$ cat config.mk
export PLATFORM = sky130hd
export DESIGN_NAME = im_program_loader
export DESIGN_NICKNAME = d
export VERILOG_FILES = /design/src/rtl/im_program_loader.sv
export SDC_FILE = /design/constraint.sdc
export NUM_CORES = 1
export LEC_CHECK = 0
export CAP_MARGIN = 20
export CORE_MARGIN = 5
export CORE_UTILIZATION = 52
export CTS_CLUSTER_SIZE = 25
export DETAILED_ROUTE_END_ITERATION = 8
export PLACE_DENSITY = 0.78
export SYNTH_ARGS = -nofsm -noshare
export SYNTH_HDL_FRONTEND = slang
export SYNTH_SLANG_ARGS = --single-unit
$ cat constraint.sdc
create_clock -name clk -period 2.5 [get_ports clk]
set_input_delay 0.5 -clock clk [delete_from_list [all_inputs] [get_ports clk]]
set_output_delay 0.5 -clock clk [all_outputs]
set_load 0.02 [all_outputs]
$ cat src/rtl/im_program_loader.sv
// im_program_loader
//   Byte-stream front end for the 32 x 26-bit instruction memory. Bytes are
//   assembled little-endian into 26-bit words, and each word is written in
//   the one cycle where the memory's free-running address counter points at
//   the word's target address. The memory counter is reset once per load
//   (SYNC). From then on, an internal shadow counter tracks it in lock-step.
//
// Ports
//   clk, pl_rst          clock / async active-high reset
//   pl_start             begin a load (only looked at in IDLE)
//   pl_byte[7:0]         program byte, with pl_byte_valid / pl_byte_ready handshake
//   im_rst               memory counter reset, one cycle per load
//   im_ld_en             memory load enable
//   im_instLoad[25:0]    memory load data
//   pl_busy              high while synchronising or loading
//   pl_done              one-cycle pulse after the last word is written
//   pl_count[5:0]        words written in the current load
module im_program_loader #(
  parameter int NUM_WORDS = 32
) (
  input  logic        clk,
  input  logic        pl_rst,
  input  logic        pl_start,
  input  logic [7:0]  pl_byte,
  input  logic        pl_byte_valid,
  output logic        pl_byte_ready,
  output logic        im_rst,
  output logic        im_ld_en,
  output logic [25:0] im_instLoad,
  output logic        pl_busy,
  output logic        pl_done,
  output logic [5:0]  pl_count
);

  typedef enum logic [1:0] {IDLE, SYNC, LOAD, DONE} state_t;

  localparam logic [5:0] LAST = 6'(NUM_WORDS);

  state_t      state;
  logic [4:0]  shadow;     // mirror of the memory's address counter
  logic [5:0]  wr_idx;     // address of the next word to write
  logic [1:0]  byte_cnt;
  logic        word_full;  // hold contains a complete, unwritten word
  logic [23:0] asm_lo;     // bytes 0..2 of the word being assembled
  logic [25:0] hold;
  logic        xfer;

  // All handshake and memory-control outputs decode registered state only.
  assign pl_byte_ready = (state == LOAD) && !word_full;
  assign xfer          = pl_byte_ready && pl_byte_valid;
  assign im_ld_en      = (state == LOAD) && word_full && (shadow == wr_idx[4:0]);
  assign im_rst        = (state == SYNC);
  assign pl_busy       = (state == SYNC) || (state == LOAD);
  assign pl_done       = (state == DONE);
  assign im_instLoad   = hold;
  // Words written so far; wr_idx stops at NUM_WORDS, so it saturates there.
  assign pl_count      = wr_idx;

  always_ff @(posedge clk or posedge pl_rst) begin
    if (pl_rst) begin
      state     <= IDLE;
      shadow    <= '0;
      wr_idx    <= '0;
      byte_cnt  <= '0;
      word_full <= 1'b0;
      asm_lo    <= '0;
      hold      <= '0;
    end else begin
      case (state)
        IDLE: begin
          if (pl_start) begin
            state     <= SYNC;
            wr_idx    <= '0;
            byte_cnt  <= '0;
            word_full <= 1'b0;
          end
        end
        SYNC: begin
          // im_rst is high this cycle, so the memory counter is also 0 next cycle.
          shadow <= '0;
          state  <= LOAD;
        end
        LOAD: begin
          shadow <= shadow + 5'd1;
          // xfer needs !word_full and a write needs word_full, so the two
          // branches never fire in the same cycle.
          if (xfer) begin
            byte_cnt <= byte_cnt + 2'd1;
            case (byte_cnt)
              2'd0: asm_lo[7:0]   <= pl_byte;
              2'd1: asm_lo[15:8]  <= pl_byte;
              2'd2: asm_lo[23:16] <= pl_byte;
              default: begin
                // hold is updated only when a word completes, so the memory
                // data pins stay stable while the next word is assembled.
                hold      <= {pl_byte[1:0], asm_lo};
                word_full <= 1'b1;
              end
            endcase
          end
          if (im_ld_en) begin
            word_full <= 1'b0;
            wr_idx    <= wr_idx + 6'd1;
            if (wr_idx + 6'd1 == LAST)
              state <= DONE;
          end
        end
        DONE: begin
          hold  <= '0;
          state <= IDLE;
        end
        default: state <= IDLE;
      endcase
    end
  end

endmodule
==> results.md <==
- Detailed Route WL: 6160 um
- Max-cap violations: 0
- Antenna violation net count after detailed routing: 0
- Initial antenna violation count: 0
- Sequential area share after synthesis: 0.570
- Placed Instances: 352
- I/O pin total: 49
- Class of the tightest hold or removal check: input port to asynchronous set/reset pin
- Combined area of all synthesized cells: 2900 um2
- Number of remaining DRC errors: 0
- Clock tree sinks: 66
- Overall Global Routing Usage: 0.185
- Count of different cell masters after synthesis: 38
- Growth of design area from synthesis to finish: 28.6%
- Clock Pin Slew Worst Setup and Hold Paths: 0.07 ns
- Post-Syn Nets: 255
- Final critical path time including I/O delays and setup: 2.39 ns
- Final period utilization: 0.955
- Clock buffer count from CTS: 9
- Top fanout value on the critical path: 4
- Horizontal extent of the die: 84.7 um
- Total of flip-flops plus latches after synthesis: 66
- HPWL reported at the end of detailed placement: 4330 um
- Peak supply drop: 0.606 mV
- Worst Setup End Kind: output port
- Clk Tree Root Cell: clkbuf_8
- Routed length per instance: 16.7 um
- Total gr overflow: 0
- Total of warnings raised by yosys: 0
- # diodes: 0
- Number of slew-limit violations in the final report: 0
- Power Dens Cells: 1100 nW/um2
- Synth Instances: 232
- Vias in the first global route: 2,074
- Synth top area cells: dfrtp_1, mux2_2, a22o_1
- Leakage dissipation: 1.67 nW
- Wire length of the first global-routing pass: 10,500 um
- Post-synthesis area per instance: 12.5 um2
- Most frequent standard cell in the layout excluding fill and tap cells: dfrtp_1
- RSZ-0062 raised after global routing: false
- Number of H-tree levels: 3
- Buffer levels on the longest clock path: 2
- DRT Pass-1 Iters: 4
- Final Hold Viols: 0
- Number of buffer cells added on primary ports: 48
- Final Non-Filler Cells: 368
- Setup TNS: 0 ns
- Maximum achievable frequency: 0.419 GHz
- Setup violators final: 0
- Critical Path RT: 2.00 ns
- Die Area: 7170 um2
- Crit path kind: flip-flop to output port
- Commonest cells after routing, fill and taps aside: dfrtp_1, clkdlybuf4s50_1, a22o_1
- Worst skew pair latency: 0.33 ns
- Starting DRC count in detailed routing: 173
- Worst Clk Skew: 0.00811 ns
- Worst Setup Start Kind: flip-flop
- Number of vias in the routed layout: 2,114
- Mean number of vias per cell: 5.74
- Fill cells: 396
- CTS tree: yes
- Buffers inserted during post-CTS setup optimization: 0
- Worst relative slew slack: 0.710
- FP Rows: 27
- Result of the run: completed
- Die height: 84.7 um
- Area of the placeable core: 5470 um2
- Initial Utilization: 0.530
- Ratio of cells with drive above 1 in the final layout: 0.193
- RePlAce Congestion: 0.830
- Synth area leader: dfrtp_1
- Least-Margin Pin Slew: 0.434 ns
- Nets@finish: 314
- Maximum number of pins on one net before global-route repair: 49
- Share of the synthesized area in the top cell type: 0.570
- Data arrival time of the critical path: 1.89 ns
-- metrics by stage --
stage               utilization  setup WS, ns  cell area, um2  hold slack (ns)  total power, W
floorplan                     -         0.272            2900            0.460         0.00260
global placement          0.644         0.211            3520            0.470         0.00318
detailed placement        0.644         0.172            3520            0.474         0.00323
CTS                       0.681       0.00586            3730            0.490         0.00414
global route              0.681       0.00207            3730            0.504         0.00435
finish                    0.681         0.112            3730            0.487         0.00410
-- timing repair --
item,4_1_cts,5_1_grt
endpoints found under the setup margin,3,2
resized for setup,3,3
pin swaps,0,0
hold buffers,0,0
-- Yosys cell counts, drive strengths merged --
| cell type | n |
|---|---|
| dfrtp | 66 |
| a22o | 28 |
| mux2 | 24 |
| nand2 | 14 |
| nand3 | 13 |
| ha | 11 |
| inv | 11 |
| o21ai | 9 |
| buf | 5 |
| clkbuf | 4 |
| nor2 | 4 |
| nor3 | 4 |
| xor2 | 4 |
| a21oi | 3 |
| nand4 | 3 |
| o221ai | 3 |
| a21o | 2 |
| nand2b | 2 |
| nand3b | 2 |
| nor4 | 2 |
| or4 | 2 |
| xnor2 | 2 |
| a211oi | 1 |
| a21boi | 1 |
| a22oi | 1 |
| a311oi | 1 |
| a32o | 1 |
| a41oi | 1 |
| and2 | 1 |
| and3b | 1 |
| and4 | 1 |
| mux2i | 1 |
| nor2b | 1 |
| o221a | 1 |
| o2bb2ai | 1 |
| or3b | 1 |
-- kinds of logic (layout without fill, tap and decap cells) --
family	after synthesis	count (layout)	synth area share
compound gates	53	53	0.146
xor+xnor	6	6	0.0181
fa+ha+maj	11	11	0.0475
buf+inv	20	84	0.0281
flops	66	66	0.570
simple gates	51	51	0.0941
mux	25	25	0.0967
-- flip-flops by register name, summed over array words and instances (netlist names) --
signal and cells:
byte_cnt 2, pl_count 6, word_full 1, im_instLoad 26, state 2, shadow 5, asm_lo 24
-- power breakdown --
group          leakage (nW)  internal, W  total (W)  switching [W]
Clock                0.0987     0.000487   0.000897       0.000410
Sequential            0.819      0.00148    0.00174       0.000259
Combinational         0.749     0.000783    0.00146       0.000681
-- critical path, stage by stage (launching register included) --
cell and delay [ns]:
dfrtp_1 0.42, inv_1 0.15, ha_1 0.19, nand4_1 0.17
nor4_1 0.28, dlygate4sd1_1 0.35
-- per-layer routing --
layer	routed length, um	share of wire	vias up	GRT usage
met5	0	0	-	0
met4	71	0.012	0	0.0691
met3	382	0.062	4	0.0491
met2	2860	0.46	59	0.262
met1	2850	0.46	1075	0.273
li1	-	-	976	-
-- cell type report --
type	instances	area, um2	share of cell area
inverter	11	41.3	0.0111
clock inverter	6	63.8	0.0171
tap	72	90.1	0.0242
sequential	66	1650	0.443
clock buffer	10	138	0.0369
timing repair buffer	57	573	0.154
multi-input combinational	146	1170	0.314
-- path summary, 6_finish.rpt --
check                      slack, ns              end       start  cells after the start
min in group clk                0.49  im_instLoad[17]  asm_lo[17]                      1
setup / recovery                0.11         im_ld_en    state[0]                      5
hold / removal                  0.49      pl_count[4]      pl_rst                      2
hold reg to reg                 0.49  im_instLoad[17]  asm_lo[17]                      1
max in group asynchronous       1.43   im_instLoad[4]      pl_rst                      3
setup reg to reg                0.36       asm_lo[20]    state[0]                      6
No activity file was read; power rests on OpenSTA's default activity.
